[src/rtl/matrix_sampler.sv]
// Nearest-neighbour decimation of the HDMI RGB stream down to the LED-matrix grid.
// Optional build macro MATRIX_SAMPLER_SERPENTINE_EN mirrors the column index on odd matrix rows.
module matrix_sampler #(
  parameter int MAX_WIDTH   = 1920,
  parameter int MAX_HEIGHT  = 1080,
  parameter int OUT_WIDTH   = 64,
  parameter int OUT_HEIGHT  = 32,
  parameter int COLOR_WIDTH = 8
) (
  input  logic                            I_rgb_clk,
  input  logic                            I_rst,
  input  logic                            I_rgb_de,
  input  logic [3*COLOR_WIDTH-1:0]        I_rgb_data,
  input  logic                            I_new_row,
  input  logic                            I_new_frame,
  input  logic [$clog2(MAX_WIDTH)-1:0]    I_image_width,
  input  logic                            I_width_valid,
  input  logic [$clog2(MAX_HEIGHT)-1:0]   I_image_height,
  input  logic                            I_height_valid,
  output logic                            O_pixel_valid,
  output logic [$clog2(OUT_WIDTH)-1:0]    O_pixel_x,
  output logic [$clog2(OUT_HEIGHT)-1:0]   O_pixel_y,
  output logic [3*COLOR_WIDTH-1:0]        O_pixel_data,
  output logic                            O_frame_done,
  output logic                            O_format_error
);

  localparam int WW = $clog2(MAX_WIDTH);
  localparam int HW = $clog2(MAX_HEIGHT);
  localparam int XW = $clog2(OUT_WIDTH);
  localparam int YW = $clog2(OUT_HEIGHT);
  localparam int DW = 3 * COLOR_WIDTH;

  localparam logic [WW:0] OW_X = (WW+1)'(OUT_WIDTH);
  localparam logic [HW:0] OH_Y = (HW+1)'(OUT_HEIGHT);

  typedef enum logic [1:0] {
    ST_IDLE   = 2'd0,
    ST_ACTIVE = 2'd1,
    ST_DONE   = 2'd2
  } state_e;

  state_e          state_q, state_d;
  logic [WW-1:0]   w_q, w_d;
  logic [HW-1:0]   h_q, h_d;
  logic [WW:0]     acc_x_q, acc_x_d;
  logic [HW:0]     acc_y_q, acc_y_d;
  logic [XW:0]     out_x_q, out_x_d;
  logic [YW-1:0]   out_y_q, out_y_d;
  logic            row_pending_q, row_pending_d;
  logic            row_sel_q, row_sel_d;
  logic            pix_valid_q, pix_valid_d;
  logic [XW-1:0]   pix_x_q, pix_x_d;
  logic [YW-1:0]   pix_y_q, pix_y_d;
  logic [DW-1:0]   pix_data_q, pix_data_d;
  logic            frame_done_q, frame_done_d;
  logic            format_error_q, format_error_d;

  logic            geom_ok;
  logic [WW:0]     sum_x;
  logic [HW:0]     sum_y;
  logic            col_sel;
  logic            row_sel_v;
  logic            row_sel_now;
  logic            emit;
  logic            last_sample;
  logic [XW-1:0]   x_map;

  assign geom_ok = I_width_valid && I_height_valid &&
                   ({1'b0, I_image_width}  >= OW_X) &&
                   ({1'b0, I_image_height} >= OH_Y);

  // Accumulators stay below W (H) so adding the output size never overflows the extra bit.
  assign sum_x       = acc_x_q + OW_X;
  assign sum_y       = acc_y_q + OH_Y;
  assign col_sel     = (sum_x >= {1'b0, w_q});
  assign row_sel_v   = (sum_y >= {1'b0, h_q});
  assign row_sel_now = row_pending_q ? row_sel_v : row_sel_q;
  assign emit        = row_sel_now && col_sel && (out_x_q < (XW+1)'(OUT_WIDTH));
  assign last_sample = emit && (out_x_q == (XW+1)'(OUT_WIDTH - 1)) &&
                       (out_y_q == YW'(OUT_HEIGHT - 1));

`ifdef MATRIX_SAMPLER_SERPENTINE_EN
  assign x_map = out_y_q[0] ? (XW'(OUT_WIDTH - 1) - out_x_q[XW-1:0]) : out_x_q[XW-1:0];
`else
  assign x_map = out_x_q[XW-1:0];
`endif

  // O_pixel_valid is a one-cycle strobe with no backpressure; x/y/data are meaningful only while it is high.
  always_comb begin
    state_d        = state_q;
    w_d            = w_q;
    h_d            = h_q;
    acc_x_d        = acc_x_q;
    acc_y_d        = acc_y_q;
    out_x_d        = out_x_q;
    out_y_d        = out_y_q;
    row_pending_d  = row_pending_q;
    row_sel_d      = row_sel_q;
    pix_valid_d    = 1'b0;
    pix_x_d        = pix_x_q;
    pix_y_d        = pix_y_q;
    pix_data_d     = pix_data_q;
    frame_done_d   = 1'b0;
    format_error_d = format_error_q;

    if (I_new_frame) begin
      w_d            = I_image_width;
      h_d            = I_image_height;
      state_d        = geom_ok ? ST_ACTIVE : ST_IDLE;
      format_error_d = !geom_ok;
      acc_x_d        = '0;
      acc_y_d        = '0;
      out_x_d        = '0;
      out_y_d        = '0;
      row_pending_d  = 1'b1;
      row_sel_d      = 1'b0;
    end else if (state_q == ST_ACTIVE) begin
      if (I_new_row) begin
        acc_x_d       = '0;
        out_x_d       = '0;
        row_pending_d = 1'b1;
        row_sel_d     = 1'b0;
        if (row_sel_q) begin
          out_y_d = out_y_q + YW'(1);
        end
      end else if (I_rgb_de) begin
        if (row_pending_q) begin
          row_pending_d = 1'b0;
          row_sel_d     = row_sel_v;
          acc_y_d       = row_sel_v ? (sum_y - {1'b0, h_q}) : sum_y;
        end
        acc_x_d = col_sel ? (sum_x - {1'b0, w_q}) : sum_x;
        if (emit) begin
          pix_valid_d = 1'b1;
          pix_x_d     = x_map;
          pix_y_d     = out_y_q;
          pix_data_d  = I_rgb_data;
          out_x_d     = out_x_q + (XW+1)'(1);
          if (last_sample) begin
            frame_done_d = 1'b1;
            state_d      = ST_DONE;
          end
        end
      end
    end
  end

  always_ff @(posedge I_rgb_clk or posedge I_rst) begin
    if (I_rst) begin
      state_q        <= ST_IDLE;
      w_q            <= '0;
      h_q            <= '0;
      acc_x_q        <= '0;
      acc_y_q        <= '0;
      out_x_q        <= '0;
      out_y_q        <= '0;
      row_pending_q  <= 1'b0;
      row_sel_q      <= 1'b0;
      pix_valid_q    <= 1'b0;
      pix_x_q        <= '0;
      pix_y_q        <= '0;
      pix_data_q     <= '0;
      frame_done_q   <= 1'b0;
      format_error_q <= 1'b0;
    end else begin
      state_q        <= state_d;
      w_q            <= w_d;
      h_q            <= h_d;
      acc_x_q        <= acc_x_d;
      acc_y_q        <= acc_y_d;
      out_x_q        <= out_x_d;
      out_y_q        <= out_y_d;
      row_pending_q  <= row_pending_d;
      row_sel_q      <= row_sel_d;
      pix_valid_q    <= pix_valid_d;
      pix_x_q        <= pix_x_d;
      pix_y_q        <= pix_y_d;
      pix_data_q     <= pix_data_d;
      frame_done_q   <= frame_done_d;
      format_error_q <= format_error_d;
    end
  end

  assign O_pixel_valid  = pix_valid_q;
  assign O_pixel_x      = pix_x_q;
  assign O_pixel_y      = pix_y_q;
  assign O_pixel_data   = pix_data_q;
  assign O_frame_done   = frame_done_q;
  assign O_format_error = format_error_q;

endmodule

[config.mk]
export PLATFORM = sky130hd
export DESIGN_NAME = matrix_sampler
export DESIGN_NICKNAME = d
export VERILOG_FILES = /design/src/rtl/matrix_sampler.sv
export SDC_FILE = /design/constraint.sdc
export NUM_CORES = 1
export LEC_CHECK = 0
export BUFFER_PORTS_ARGS = -buffer_cell sky130_fd_sc_hd__buf_4
export CORE_UTILIZATION = 30
export CTS_BUF_LIST = sky130_fd_sc_hd__clkbuf_4 sky130_fd_sc_hd__clkbuf_8 sky130_fd_sc_hd__clkbuf_16
export DETAILED_ROUTE_END_ITERATION = 7
export PLACE_DENSITY = 0.6
export REMOVE_ABC_BUFFERS = 1
export SETUP_SLACK_MARGIN = 0.4
export SLEW_MARGIN = 20
export SYNTH_ARGS = -nofsm -noshare
export SYNTH_HDL_FRONTEND = slang
export SYNTH_SLANG_ARGS = --single-unit
[constraint.sdc]
create_clock -name I_rgb_clk -period 7.5 [get_ports I_rgb_clk]
set_input_delay 0.75 -clock I_rgb_clk [delete_from_list [all_inputs] [get_ports I_rgb_clk]]
set_output_delay 0.75 -clock I_rgb_clk [all_outputs]
set_load 0.01 [all_outputs]
# Word level (Yosys, flattened, before mapping)
# Index checks and enable logic that the tools add are counted.
[word_totals] reg_bits=100 elab_cells=102 output_inout_bits=38 inputBits=53
[classes] mux=47 n_reduce_logical=23 eq_ne=4 add_sub_neg=6 n_bitwise=2 n_lt_le_gt_ge=5
[ops] op="$mux W12" count=11
[ops] op="$mux W7" count=5
[ops] op="$ge A12 B11 Y1" count=2
[ops] op="$sub A12 B11 Y12" count=2
[ops] op="$mux W1" count=21
[ops] op="$mux W5" count=4
[ops] op="$reduce_bool A2 Y1" count=7
[ops] op="$add A12 B6 Y12 const B" count=1
[ops] op="$add A12 B7 Y12 const B" count=1
[ops] op="$mux W2" count=6
[ops] op="$ge A11 B6 Y1 const B" count=1
[ops] op="$ge A11 B7 Y1 const B" count=1
[ops] op="$reduce_and A5 Y1" count=2
[ops] op="$add A7 B1 Y7 const B" count=1
[ops] op="$eq A7 B6 Y1 const B" count=1
[ops] op="$logic_and A1 B1 Y1" count=7
[ops] op="$lt A7 B7 Y1 const B" count=1
[ops] op="$reduce_and A3 Y1" count=2
[ops] op="$reduce_bool A3 Y1" count=2
[ops] op="$add A5 B1 Y5 const B" count=1
[ops] op="$eq A5 B5 Y1 const B" count=1
[ops] op="$reduce_and A4 Y1" count=1
[ops] op="$eq A2 B1 Y1 const B" count=1
[ops] op="$ne A2 B1 Y1 const B" count=1
[ops] op="other kinds (3)" count=4

# Logic depth before layout (Yosys ltp)
# Gate-level depths: netlist (run 1).
[depth] word_depth=13 ltp_mapped=12 mapped_depth_nobuf=11

# Least setup slack after synthesis (run 1)
# Ideal clock, no wire load.
[synth_path] path_kind="register to register" startpoint="reg acc_y_q[5]" endpoint="reg pix_data_q[10] (netlist: O_pixel_data[10])" path_stages_with_launch=13 n_path_buf=1 period_less_slack_ns=3.054 required_ns=7.375 path_slack_ns=4.446 setup_time_ns=0.125 arrival_time_ns=2.929 cell_sequence="dfrtp_1 ha_1 nand3_2 xnor2_1 ha_1 nand2_1 nor3_1 nor3_1 a21oi_4 o31ai_4 nor4_4 buf_6 mux2_4"
[synth_between] elab_chain_cells=6
[synth_rtl] element="from (decl)" line="47" source="logic [HW:0] acc_y_q, acc_y_d;"
[synth_rtl] element="from (signal assigned)" line="171" source="acc_y_q <= acc_y_d;"
[synth_rtl] element="$add A12 B6 Y12" line="75" source="assign sum_y = acc_y_q + OH_Y;"
[synth_rtl] element="$ge A12 B11 Y1" line="77" source="assign row_sel_v = (sum_y >= {1'b0, h_q});"
[synth_rtl] element="$mux W1"
[synth_rtl] element="$logic_and A1 B1 Y1 (2 in a row)" line="79" source="assign emit = row_sel_now && col_sel && (out_x_q < (XW+1)'(OUT_WIDTH));"
[synth_rtl] element="$reduce_and A5 Y1 (no source line)"
[synth_rtl] element="to (signal assigned)" line="179" source="pix_data_q <= pix_data_d;"
[synth_rtl] element="to (decl)" line="55" source="logic [DW-1:0] pix_data_q, pix_data_d;"
# Every way passes these cells.
# A chain may end at the register's enable or synchronous reset.

# Worst setup path in the final report (run 1)
[layout_path] startpoint="reg acc_y_q[5]" endpoint="reg pix_y_q[2] (netlist: O_pixel_y[2])"
[layout_between] elab_chain_cells=6
[layout_rtl] element="$add A12 B6 Y12" line="75"
[layout_rtl] element="$ge A12 B11 Y1" line="77"
[layout_rtl] element="$mux W1"
[layout_rtl] element="$logic_and A1 B1 Y1 (2 in a row)" line="79"
[layout_rtl] element="$reduce_and A5 Y1 (no source line)"
[layout_rtl] element="to (signal assigned)" line="178" source="pix_y_q <= pix_y_d;"
[layout_rtl] element="to (decl)" line="54" source="logic [YW-1:0] pix_y_q, pix_y_d;"
# Every way passes these cells.

==> results of run 1 <==
-- power by group --
group	switching, mW	total (mW)	internal [mW]	leakage [nW]
Clock	0.220	0.455	0.235	0.136
Combinational	0.0923	0.161	0.0690	1.70
Sequential	0.00676	0.561	0.554	1.35
-- cell usage after synthesis (all sizes together), types with 5 or more instances --
master / n
xnor2: 13
nor4: 6
a21oi: 20
nor2: 26
nand3: 12
buf: 8
nand2b: 12
clkbuf: 6
mux2i: 12
a21o: 5
inv: 34
nor3: 11
ha: 27
nand2: 53
xor2: 11
dfrtp: 100
o31ai: 7
or4: 6
nand4: 8
o21ai: 54
mux2: 37
-- worst paths after layout --
kind | to | slack (ns)
min reg2reg | acc_x_q[3]$_DFFE_PP0P_ | 0.49
max | O_pixel_y[2]$_DFFE_PP0P_ | 3.99
min | O_pixel_data[22]$_DFFE_PP0P_ | 0.47
max reg2reg | O_pixel_y[2]$_DFFE_PP0P_ | 3.99
max in group asynchronous | acc_x_q[4]$_DFFE_PP0P_ | 5.90
min in group I_rgb_clk | acc_x_q[3]$_DFFE_PP0P_ | 0.49
-- state kept, by name, indices dropped and copies added, names as in the netlist, 5 cells and up --
register and flops:
O_pixel_y 5, w_q 11, h_q 11, out_y_q 5
O_pixel_x 6, acc_x_q 12, acc_y_q 12, O_pixel_data 24
out_x_q 7
-- through the flow --
step	util [%]	total power, mW	setup WS, ns	hold WS (ns)
after floorplan	-	0.673	3.31	0.450
after global placement	35.5	0.728	4.19	0.464
after detailed placement	35.5	0.733	4.03	0.479
after CTS	37.1	1.20	4.01	0.494
after global routing	37.1	1.24	3.75	0.512
final	37.1	1.18	3.99	0.475
-- routing by layer --
layer / global-route usage (%) / wire, um / vias up
met5: 0 / 0 / -
met4: 3.72 / 143 / 0
met3: 3.50 / 822 / 13
met2: 21.4 / 5150 / 131
met1: 18.2 / 6080 / 1975
li1: - / - / 2032
-- worst max-delay path, cell delays in order (launching register included) --
cell and delay, ns:
dfrtp_1 0.42, ha_1 0.26, nand3_2 0.12, xnor2_1 0.17, ha_1 0.40, nand2_1 0.13
nor3_1 0.21, nor3_1 0.12, a21oi_4 0.24, o31ai_4 0.13, nor4_4 0.21, buf_4 0.53
mux2_2 0.40
-- cell type report --
cell class / instances / share of cell area [%]
clock buffer: 10 / 3.49
timing repair buffer: 92 / 10.4
clock inverter: 6 / 0.863
sequential: 100 / 37.5
multi-input combinational: 372 / 41.5
inverter: 34 / 1.95
tap: 229 / 4.30
-- kinds of logic after synthesis --
group | count (synthesis)
simple gates | 151
buf+inv | 48
compound gates | 119
xor+xnor | 24
mux | 49
flops | 100
fa+ha+maj | 29
==> key figures, run 1 <==
Status
  • Outcome: completed

Die
  • Initial Util: 30.5%
  • Ports: 91
  • Die height: 137 um
  • Die width: 137 um
  • Core area: 18,000 um2
  • Row cnt: 49
  • Die ar.: 18,800 um2

Placement
  • Cells after DPL: 827
  • HPWL after DPL: 8860 um
  • Placer congestion estimate: 0.870
  • Post-DP Area: 6380 um2
  • Port Buffers: 90

Critical path
  • WS Path Type: reg2reg
  • RR Startpoint: acc_y_q[5]$_DFFE_PP0P_
  • Critical Path Source: acc_y_q[5]$_DFFE_PP0P_
  • Startpoint Class: register
  • Critical path capture point type: register
  • R2R depth: 12
  • Crit path max fanout: 37
  • Crit path arrival time: 3.75 ns
  • Worst EP required: 7.74 ns

Final layout
  • Area of the multi-input gates: 2770 um2
  • Post-route insts no fill: 843
  • ANT cells: 0
  • Most common cell after layout, fill and taps aside: dfrtp_1
  • Most frequent cells in the layout: dfrtp_1, buf_4, nand2_1
  • Fill count: 1,800
  • Fin area: 6670 um2
  • Final net count: 691
  • Share of cells above drive strength 1: 25.6%
  • Layout area overhead: 21.6%
  • Sequential Area: 2500 um2

Drt
  • WL per Instance: 14.5 um
  • Remaining DRCs: 0
  • Initial drt markers: 220
  • Vias per cell: 4.92
  • Total wire length: 12,200 um
  • DRT Pass-1 Iters: 5
  • Routed Antenna Nets: 0
  • Via Count: 4,151

Timing
  • Slew @ Worst Pin: 0.968 ns
  • Setup TNS: 0 ns
  • Worst Skew: 0.0102 ns
  • Minimum clock period: 3.51 ns
  • Final count of pins violating max slew: 0
  • Final hold vios: 0
  • RSZ-0062 raised after global routing: false
  • Max frequency: 285 MHz
  • Final worst path period share: 46.8%
  • Slew margin rel.: 35.4%
  • Final setup fails: 0

Synth
  • Synth Register Bits: 100
  • Post-synth top area cell: dfrtp_1
  • Post-synthesis compound-gate area fraction: 14.2%
  • Synth Area in XOR/XNOR: 3.83%
  • Cells after Synth: 520
  • Cell variety after synth: 61
  • Largest family of logic cells by synthesized area: compound AO/OA/AOI/OAI gates
  • Synthesized area per cell: 10.5 um2
  • Ys flop type: dfrtp_1
  • Ys async rst share: 100%
  • Post-synthesis sequential area ratio: 45.6%
  • Top cell type's share of synthesized area: 45.6%
  • Synthesized area: 5480 um2
  • Largest cells by area after synthesis: dfrtp_1, mux2_4, ha_1, o21ai_0, nand2_1
  • Mux contribution to synthesized area: 11.7%
  • EDFF count, synth: 0
  • Synth warnings: 0
  • Synth Area in Adders: 6.89%
  • Synth Area in Simple Gates: 13.8%

GRT
  • Pin count of the biggest net entering global routing: 62
  • GRT Overall Usage: 13.5%
  • Vias in the first global route: 4,129
  • Antenna violations before repair: 0
  • Grt ovf: 0
  • Global-route wire length before repair: 20,100 um

Clock tree
  • CTS Buffer Depth: 2
  • H-tree depth: 3
  • Clock transition at the registers of the reported paths: 0.07 ns
  • CTS Buf Count: 9
  • Clock sinks: 100
  • Setup Fix Bufs, Post-CTS: 0
  • Hold_buf cts: 0
  • CTS resizes: 0
  • Root buf cell: clkbuf_16
  • Clock latency on the worst-skew pair: 0.35 ns
  • CTS tree: yes

Power
  • Peak supply drop: 0.000156 V
  • Leakage: 3.18 nW
  • P per Cell Area: 177 nW/um2

Worst hold path
  • Tightest Hold Check Type: in2async

Flow run
  • Max Cap Viol: 0
(Power assumes the default switching activity.)
==> inputs of run 2 (changes only) <==
==> constraint.sdc (replaced) <==
create_clock -name I_rgb_clk -period 3.3 [get_ports I_rgb_clk]
set_input_delay 0.33 -clock I_rgb_clk [delete_from_list [all_inputs] [get_ports I_rgb_clk]]
set_output_delay 0.33 -clock I_rgb_clk [all_outputs]
set_load 0.01 [all_outputs]
==> run 2 against run 1 <==
Compared with the run above: sequential power is 130% higher; largest power group unchanged; global-route usage is 1.2 points higher; critical path type unchanged; design area is 9.4% higher; largest cell class unchanged.
==> key figures, run 2 (synthesis results as in run 1) <==
Final layout
  • ANT cells: 0 (unchanged)
  • Max reg flops: 24 (unchanged)
  • Final net count: 729 (was 691)
  • Share of cells above drive strength 1: 34.0% (was 25.6%)
  • Most common cell after layout, fill and taps aside: buf_4 (was dfrtp_1)
  • Most frequent cells in the layout: buf_4, dfrtp_1, nand2_1 (was dfrtp_1, buf_4, nand2_1)
  • Layout area overhead: 33.0% (was 21.6%)
  • Fin util: 40.6% (was 37.1%)

Clock tree
  • Clock latency on the worst-skew pair: 0.36 ns (was 0.35 ns)
  • Clock transition at the registers of the reported paths: 0.07 ns (about the same)
  • CTS Buf Count: 9 (unchanged)
  • CTS Buffer Depth: 2 (unchanged)
  • Hold_buf cts: 0 (unchanged)
  • H-tree depth: 3 (unchanged)
  • CTS tree: yes (unchanged)
  • Clock sinks: 100 (unchanged)
  • Root buf cell: clkbuf_16 (unchanged)

Timing
  • Final hold vios: 0 (unchanged)
  • Setup TNS: 0 ns (unchanged)
  • Final setup fails: 0 (unchanged)
  • RSZ-0062 raised after global routing: true (was false)
  • Slew margin rel.: 34.3% (was 35.4%)
  • Final count of pins violating max slew: 0 (unchanged)
  • Max frequency: 341 MHz (was 285 MHz)
  • Final Hold Slack: 0.121 ns (was 0.475 ns)
  • Slew @ Worst Pin: 0.986 ns (was 0.968 ns)
  • Minimum clock period: 2.93 ns (was 3.51 ns)
  • Worst Skew: 0.00831 ns (was 0.0102 ns)
  • Final worst path period share: 88.7% (was 46.8%)

Critical path
  • Critical path capture point type: register (unchanged)
  • Startpoint Class: register (unchanged)
  • Crit path max fanout: 6 (was 37)
  • Crit path arrival time: 3.21 ns (was 3.75 ns)
  • CP most frequent cell: ha_4
  • R2R depth: 10 (was 12)
  • Worst EP required: 3.58 ns (was 7.74 ns)
  • CP max-delay cell: or4_4 (was buf_4)
  • WS Path Type: reg2reg (unchanged)
  • CP Cell Sequence: ha_4 -> ha_4 -> nand4_1 -> a21oi_2 -> o41a_1 -> o32ai_4 -> buf_6 -> or4_4 -> or3_1 -> a21boi_1 (was ha_1 -> nand3_2 -> xnor2_1 -> ha_1 -> nand2_1 -> nor3_1 -> nor3_1 -> a21oi_4 -> o31ai_4 -> nor4_4 -> buf_4 -> mux2_2)
  • Slowest stage delay, CP: 0.50 ns (was 0.53 ns)

Power
  • P per Cell Area: 377 nW/um2 (was 177 nW/um2)
  • Leakage: 3.44 nW (was 3.18 nW)
  • Peak supply drop: 0.000316 V (was 0.000156 V)

GRT
  • Grt ovf: 0 (unchanged)
  • Pin count of the biggest net entering global routing: 67 (was 62)
  • Vias in the first global route: 4,359 (was 4,129)
  • GRT Overall Usage: 14.7% (was 13.5%)
  • Antenna violations before repair: 0 (unchanged)
  • Global-route wire length before repair: 21,600 um (was 20,100 um)

Status
  • Outcome: completed (unchanged)

Drt
  • Remaining DRCs: 0 (unchanged)
  • Vias per cell: 4.97 (was 4.92)
  • Routed Antenna Nets: 0 (unchanged)
  • Via Count: 4,376 (was 4,151)
  • Total wire length: 13,500 um (was 12,200 um)
  • DRT Pass-1 Iters: 4 (was 5)
  • Initial drt markers: 251 (was 220)
  • WL per Instance: 15.3 um (was 14.5 um)

Die
  • Ports: 91 (unchanged)
  • Die width: 137 um (unchanged)
  • Core area: 18,000 um2 (unchanged)
  • Row cnt: 49 (unchanged)
  • Die ar.: 18,800 um2 (unchanged)
  • Die height: 137 um (unchanged)
  • Initial Util: 30.5% (unchanged)

Placement
  • Port Buffers: 90 (unchanged)
  • Placer congestion estimate: 0.840 (was 0.870)
  • HPWL after DPL: 9120 um (was 8860 um)

Flow run
  • Max Cap Viol: 0 (unchanged)

Worst hold path
  • Tightest Hold Check Type: in2async (unchanged)
## run 2: changes by cell type in the layout (fill, tap and decap cells not counted), moves of 3 or more
| cell | previous run | this run |
|---|---|---|
| ha_4 | 0 | 6 |
| buf_4 | 92 | 121 |
| dfrtp_1 | 100 | 97 |
| or4_1 | 6 | 3 |
| or4_4 | 0 | 3 |
| dfrtp_2 | 0 | 3 |
| buf_6 | 0 | 3 |
| ha_1 | 27 | 21 |
| buf_16 | 0 | 3 |
| xnor2_1 | 13 | 10 |
## run 2: path summary, 6_finish.rpt
| path | start | to | slack (ns) |
|---|---|---|---|
| worst max-delay path | acc_x_q[6]$_DFFE_PP0P_ | out_x_q[5]$_DFFE_PP0P_ | 0.37 |
| worst min-delay path | I_rst | O_pixel_data[2]$_DFFE_PP0P_ | 0.12 |
| min in group I_rgb_clk | I_image_height[2] | h_q[2]$_DFFE_PP0P_ | 0.18 |
| max in group asynchronous | I_rst | O_pixel_data[9]$_DFFE_PP0P_ | 2.38 |
| worst max register to register | acc_x_q[6]$_DFFE_PP0P_ | out_x_q[5]$_DFFE_PP0P_ | 0.37 |
| worst min register to register | O_format_error$_DFFE_PP0P_ | O_format_error$_DFFE_PP0P_ | 0.49 |
## run 2: repair_timing
action                                  4_1_cts  5_1_grt
buffers inserted                             19        6
endpoints found under the setup margin       55       49
pin swaps                                    18       13
gates resized for setup                      29       17
cloned                                        4        1
## run 2: power by group
part / internal (mW) / switching [mW] / total [mW]
logic: 0.188 / 0.225 / 0.414
registers: 1.26 / 0.0156 / 1.28
clock network: 0.546 / 0.512 / 1.06
## run 2: area by class of cell
type	count	area, um2
Clock buffer	10	239
Timing Repair Buffer	130	1090
Tap cell	229	287
Multi-Input combinational cell	372	2980
Inverter	34	130
Fill cell	1725	10700
Sequential cell	100	2510
Clock inverter	6	58.8
## run 2: per-layer routing
layer / GRT usage, % / vias up / share of wire, %
li1: - / 2108 / -
met1: 19.1 / 2116 / 46
met2: 24.0 / 136 / 46
met3: 3.31 / 16 / 6.5
met4: 4.82 / 0 / 1.4
met5: 0 / - / 0
## run 2: stage by stage
step | setup slack, ns | power [mW] | instance area [um2] | instances
floorplan | -0.891 | 1.53 | 5400 | 506
global placement | 0.235 | 1.66 | 6450 | 835
detailed placement | 0.0850 | 1.67 | 6450 | 835
CTS | 0.388 | 2.77 | 7130 | 874
global route | 0.270 | 2.88 | 7290 | 881
finish | 0.372 | 2.75 | 7290 | 881
## run 2: worst max-delay path: cells and delay by family (launching register included)
| family | cells | cell delay, ns |
|---|---|---|
| and+or+nand+nor | 3 | 0.98 |
| AOI/OAI and AO/OA | 4 | 0.72 |
| adders and majority gates | 2 | 0.54 |
| DFF | 1 | 0.44 |
| buffers and inverters | 1 | 0.16 |
==> inputs of run 3 (changes only) <==
--- a/config.mk
+++ b/config.mk
@@ -6,6 +6,7 @@
 export NUM_CORES = 1
 export LEC_CHECK = 0
 export BUFFER_PORTS_ARGS = -buffer_cell sky130_fd_sc_hd__buf_4
+export CORE_MARGIN = 5
 export CORE_UTILIZATION = 30
 export CTS_BUF_LIST = sky130_fd_sc_hd__clkbuf_4 sky130_fd_sc_hd__clkbuf_8 sky130_fd_sc_hd__clkbuf_16
 export DETAILED_ROUTE_END_ITERATION = 7
==> run 3 against run 2 <==
Compared with the run above: routed wire length is 0.35% higher; critical path type unchanged; cell count is 1.5% lower; largest power group unchanged; clock power hardly changed; critical endpoint is now O_pixel_data[14]$_DFFE_PP0P_.
==> key figures, run 3 (synthesis results as in run 1) <==
Status
  • Outcome: completed (unchanged)

Placement
  • Cells after DPL: 837 (was 835)
  • Post-DP Area: 6490 um2 (was 6450 um2)
  • Placer congestion estimate: 0.865 (was 0.840)
  • HPWL after DPL: 9580 um (was 9120 um)
  • Pre-CTS setup slack: -0.00239 ns (was 0.0850 ns)
  • Port Buffers: 90 (unchanged)

Final layout
  • Fin area: 7130 um2 (was 7290 um2)
  • ANT cells: 0 (unchanged)
  • Post-route insts no fill: 868 (was 881)
  • Most frequent cells in the layout: buf_4, dfrtp_1, nand2_1 (unchanged)
  • Layout area overhead: 30.0% (was 33.0%)
  • Fin util: 39.7% (was 40.6%)
  • Max reg flops: 24 (unchanged)
  • Final net count: 717 (was 729)
  • Most common cell after layout, fill and taps aside: buf_4 (unchanged)
  • Share of cells above drive strength 1: 32.2% (was 34.0%)

Power
  • Int Power: 2.05 mW (was 1.99 mW)
  • Sw frac: 26.1% (was 27.4%)
  • Peak supply drop: 0.000279 V (was 0.000316 V)
  • Leakage: 3.36 nW (was 3.44 nW)
  • Sw power: 0.723 mW (was 0.753 mW)
  • Clock power frac: 39.4% (was 38.5%)
  • Total power: 2.77 mW (was 2.75 mW)
  • P per Cell Area: 389 nW/um2 (was 377 nW/um2)
  • Sequential share of power: 46.0% (was 46.4%)
  • Combinational fraction of design power: 14.6% (was 15.1%)

Timing
  • Setup TNS: 0 ns (unchanged)
  • Final count of pins violating max slew: 0 (unchanged)
  • Final WS setup: 0.373 ns (was 0.372 ns)
  • Slew @ Worst Pin: 0.950 ns (was 0.986 ns)
  • Final setup fails: 0 (unchanged)
  • Max frequency: 342 MHz (was 341 MHz)
  • Final hold vios: 0 (unchanged)
  • Minimum clock period: 2.93 ns (about the same)
  • Slew margin rel.: 36.6% (was 34.3%)
  • Final Hold Slack: 0.0950 ns (was 0.121 ns)
  • Final worst path period share: 88.7% (about the same)
  • Worst Skew: 0.00688 ns (was 0.00831 ns)
  • RSZ-0062 raised after global routing: true (unchanged)

Clock tree
  • Root buf cell: clkbuf_16 (unchanged)
  • CTS Buf Count: 9 (unchanged)
  • H-tree depth: 3 (unchanged)
  • Clock latency on the worst-skew pair: 0.35 ns (was 0.36 ns)
  • Clock transition at the registers of the reported paths: 0.07 ns (about the same)
  • Hold_buf cts: 0 (unchanged)
  • Clock sinks: 100 (unchanged)
  • CTS tree: yes (unchanged)
  • CTS Buffer Depth: 2 (unchanged)

Critical path
  • Worst EP required: 3.54 ns (was 3.58 ns)
  • Startpoint Class: register (unchanged)
  • Critical path capture point type: register (unchanged)
  • Crit path arrival time: 3.16 ns (was 3.21 ns)
  • WS Path Type: reg2reg (unchanged)
  • Crit path max fanout: 8 (was 6)
  • Reg2reg setup slack: 0.37 ns (about the same)

Drt
  • Total wire length: 13,600 um (was 13,500 um)
  • Initial drt markers: 226 (was 251)
  • Vias per cell: 4.93 (was 4.97)
  • Routed Antenna Nets: 0 (unchanged)
  • Remaining DRCs: 0 (unchanged)
  • Via Count: 4,280 (was 4,376)
  • WL per Instance: 15.6 um (was 15.3 um)
  • DRT Pass-1 Iters: 4 (unchanged)

Flow run
  • Max Cap Viol: 0 (unchanged)

Die
  • Core area: 18,000 um2 (unchanged)
  • Row cnt: 49 (unchanged)
  • Die ar.: 21,100 um2 (was 18,800 um2)
  • Initial Util: 30.5% (unchanged)
  • Die height: 145 um (was 137 um)
  • Die width: 145 um (was 137 um)
  • Ports: 91 (unchanged)

GRT
  • GR peak layer: met2 (unchanged)
  • Antenna violations before repair: 0 (unchanged)
  • Grt ovf: 0 (unchanged)
  • Met3 usage: 3.68% (was 3.31%)
  • Vias in the first global route: 4,366 (was 4,359)
  • GRT Overall Usage: 12.5% (was 14.7%)
  • Met1 Track Usage GR: 17.7% (was 19.1%)
  • Pin count of the biggest net entering global routing: 54 (was 67)
  • Global-route wire length before repair: 22,100 um (was 21,600 um)
  • Grt met2 use: 18.9% (was 24.0%)

Worst hold path
  • Tightest Hold Check Type: in2async (unchanged)
==> run 3: cell count changes in the layout (fill, tap and decap cells not counted), moves of 2 or more <==
cell     delta
mux2_2      -7
mux2_4      +7
xnor2_1     +2
xnor2_4     -2
buf_16      -3
ha_4        -2
buf_4      -11
==> run 3: path summary, 6_finish.rpt <==
check / from / to / cells after the start
min: I_rst / O_pixel_data[18]$_DFFE_PP0P_ / 2
max reg2reg: acc_x_q[7]$_DFFE_PP0P_ / O_pixel_data[14]$_DFFE_PP0P_ / 11
max: acc_x_q[7]$_DFFE_PP0P_ / O_pixel_data[14]$_DFFE_PP0P_ / 11
min reg2reg: acc_x_q[0]$_DFFE_PP0P_ / acc_x_q[0]$_DFFE_PP0P_ / 2
min in group I_rgb_clk: I_image_height[1] / h_q[1]$_DFFE_PP0P_ / 3
max in group asynchronous: I_rst / acc_x_q[8]$_DFFE_PP0P_ / 3
==> run 3: area by class of cell <==
class                           count  area, um2
Sequential cell                   100       2510
Tap cell                          229        287
Multi-Input combinational cell    372       2930
Clock inverter                      5       61.3
Fill cell                        1712      10800
Clock buffer                       10        239
Inverter                           34        130
Timing Repair Buffer              118        970
==> run 3: metal layers <==
metal	share of wire [%]	wire length (um)	vias up
met5	0	0	-
li1	-	-	2085
met4	1.2	156	0
met3	6.9	934	14
met1	48	6470	2046
met2	44	6000	135
==> run 3: repair_timing <==
| item | CTS | global route |
|---|---|---|
| resized for setup | 14 | 25 |
| cloned | 0 | 2 |
| endpoints found under the setup margin | 54 | 51 |
| setup buffers | 9 | 5 |
| pin swaps | 8 | 9 |
==> run 3: critical path, cell delays in order (launching register included) <==
cell,delay [ns]
dfrtp_1,0.43
nand3_2,0.16
xnor2_2,0.17
ha_1,0.36
nand2_1,0.10
o31ai_2,0.07
or4b_4,0.54
o32ai_4,0.24
nor4_4,0.09
buf_6,0.17
clkbuf_16,0.17
mux2_4,0.30
==> run 3: power by group through the flow <==
stage | sequential, mW | clock, mW | combinational, mW
after floorplan | 1.30 | 0 | 0.229
after global placement | 1.30 | 0 | 0.367
after detailed placement | 1.30 | 0 | 0.375
after CTS | 1.28 | 1.12 | 0.396
after global routing | 1.28 | 1.16 | 0.450
final | 1.28 | 1.09 | 0.404
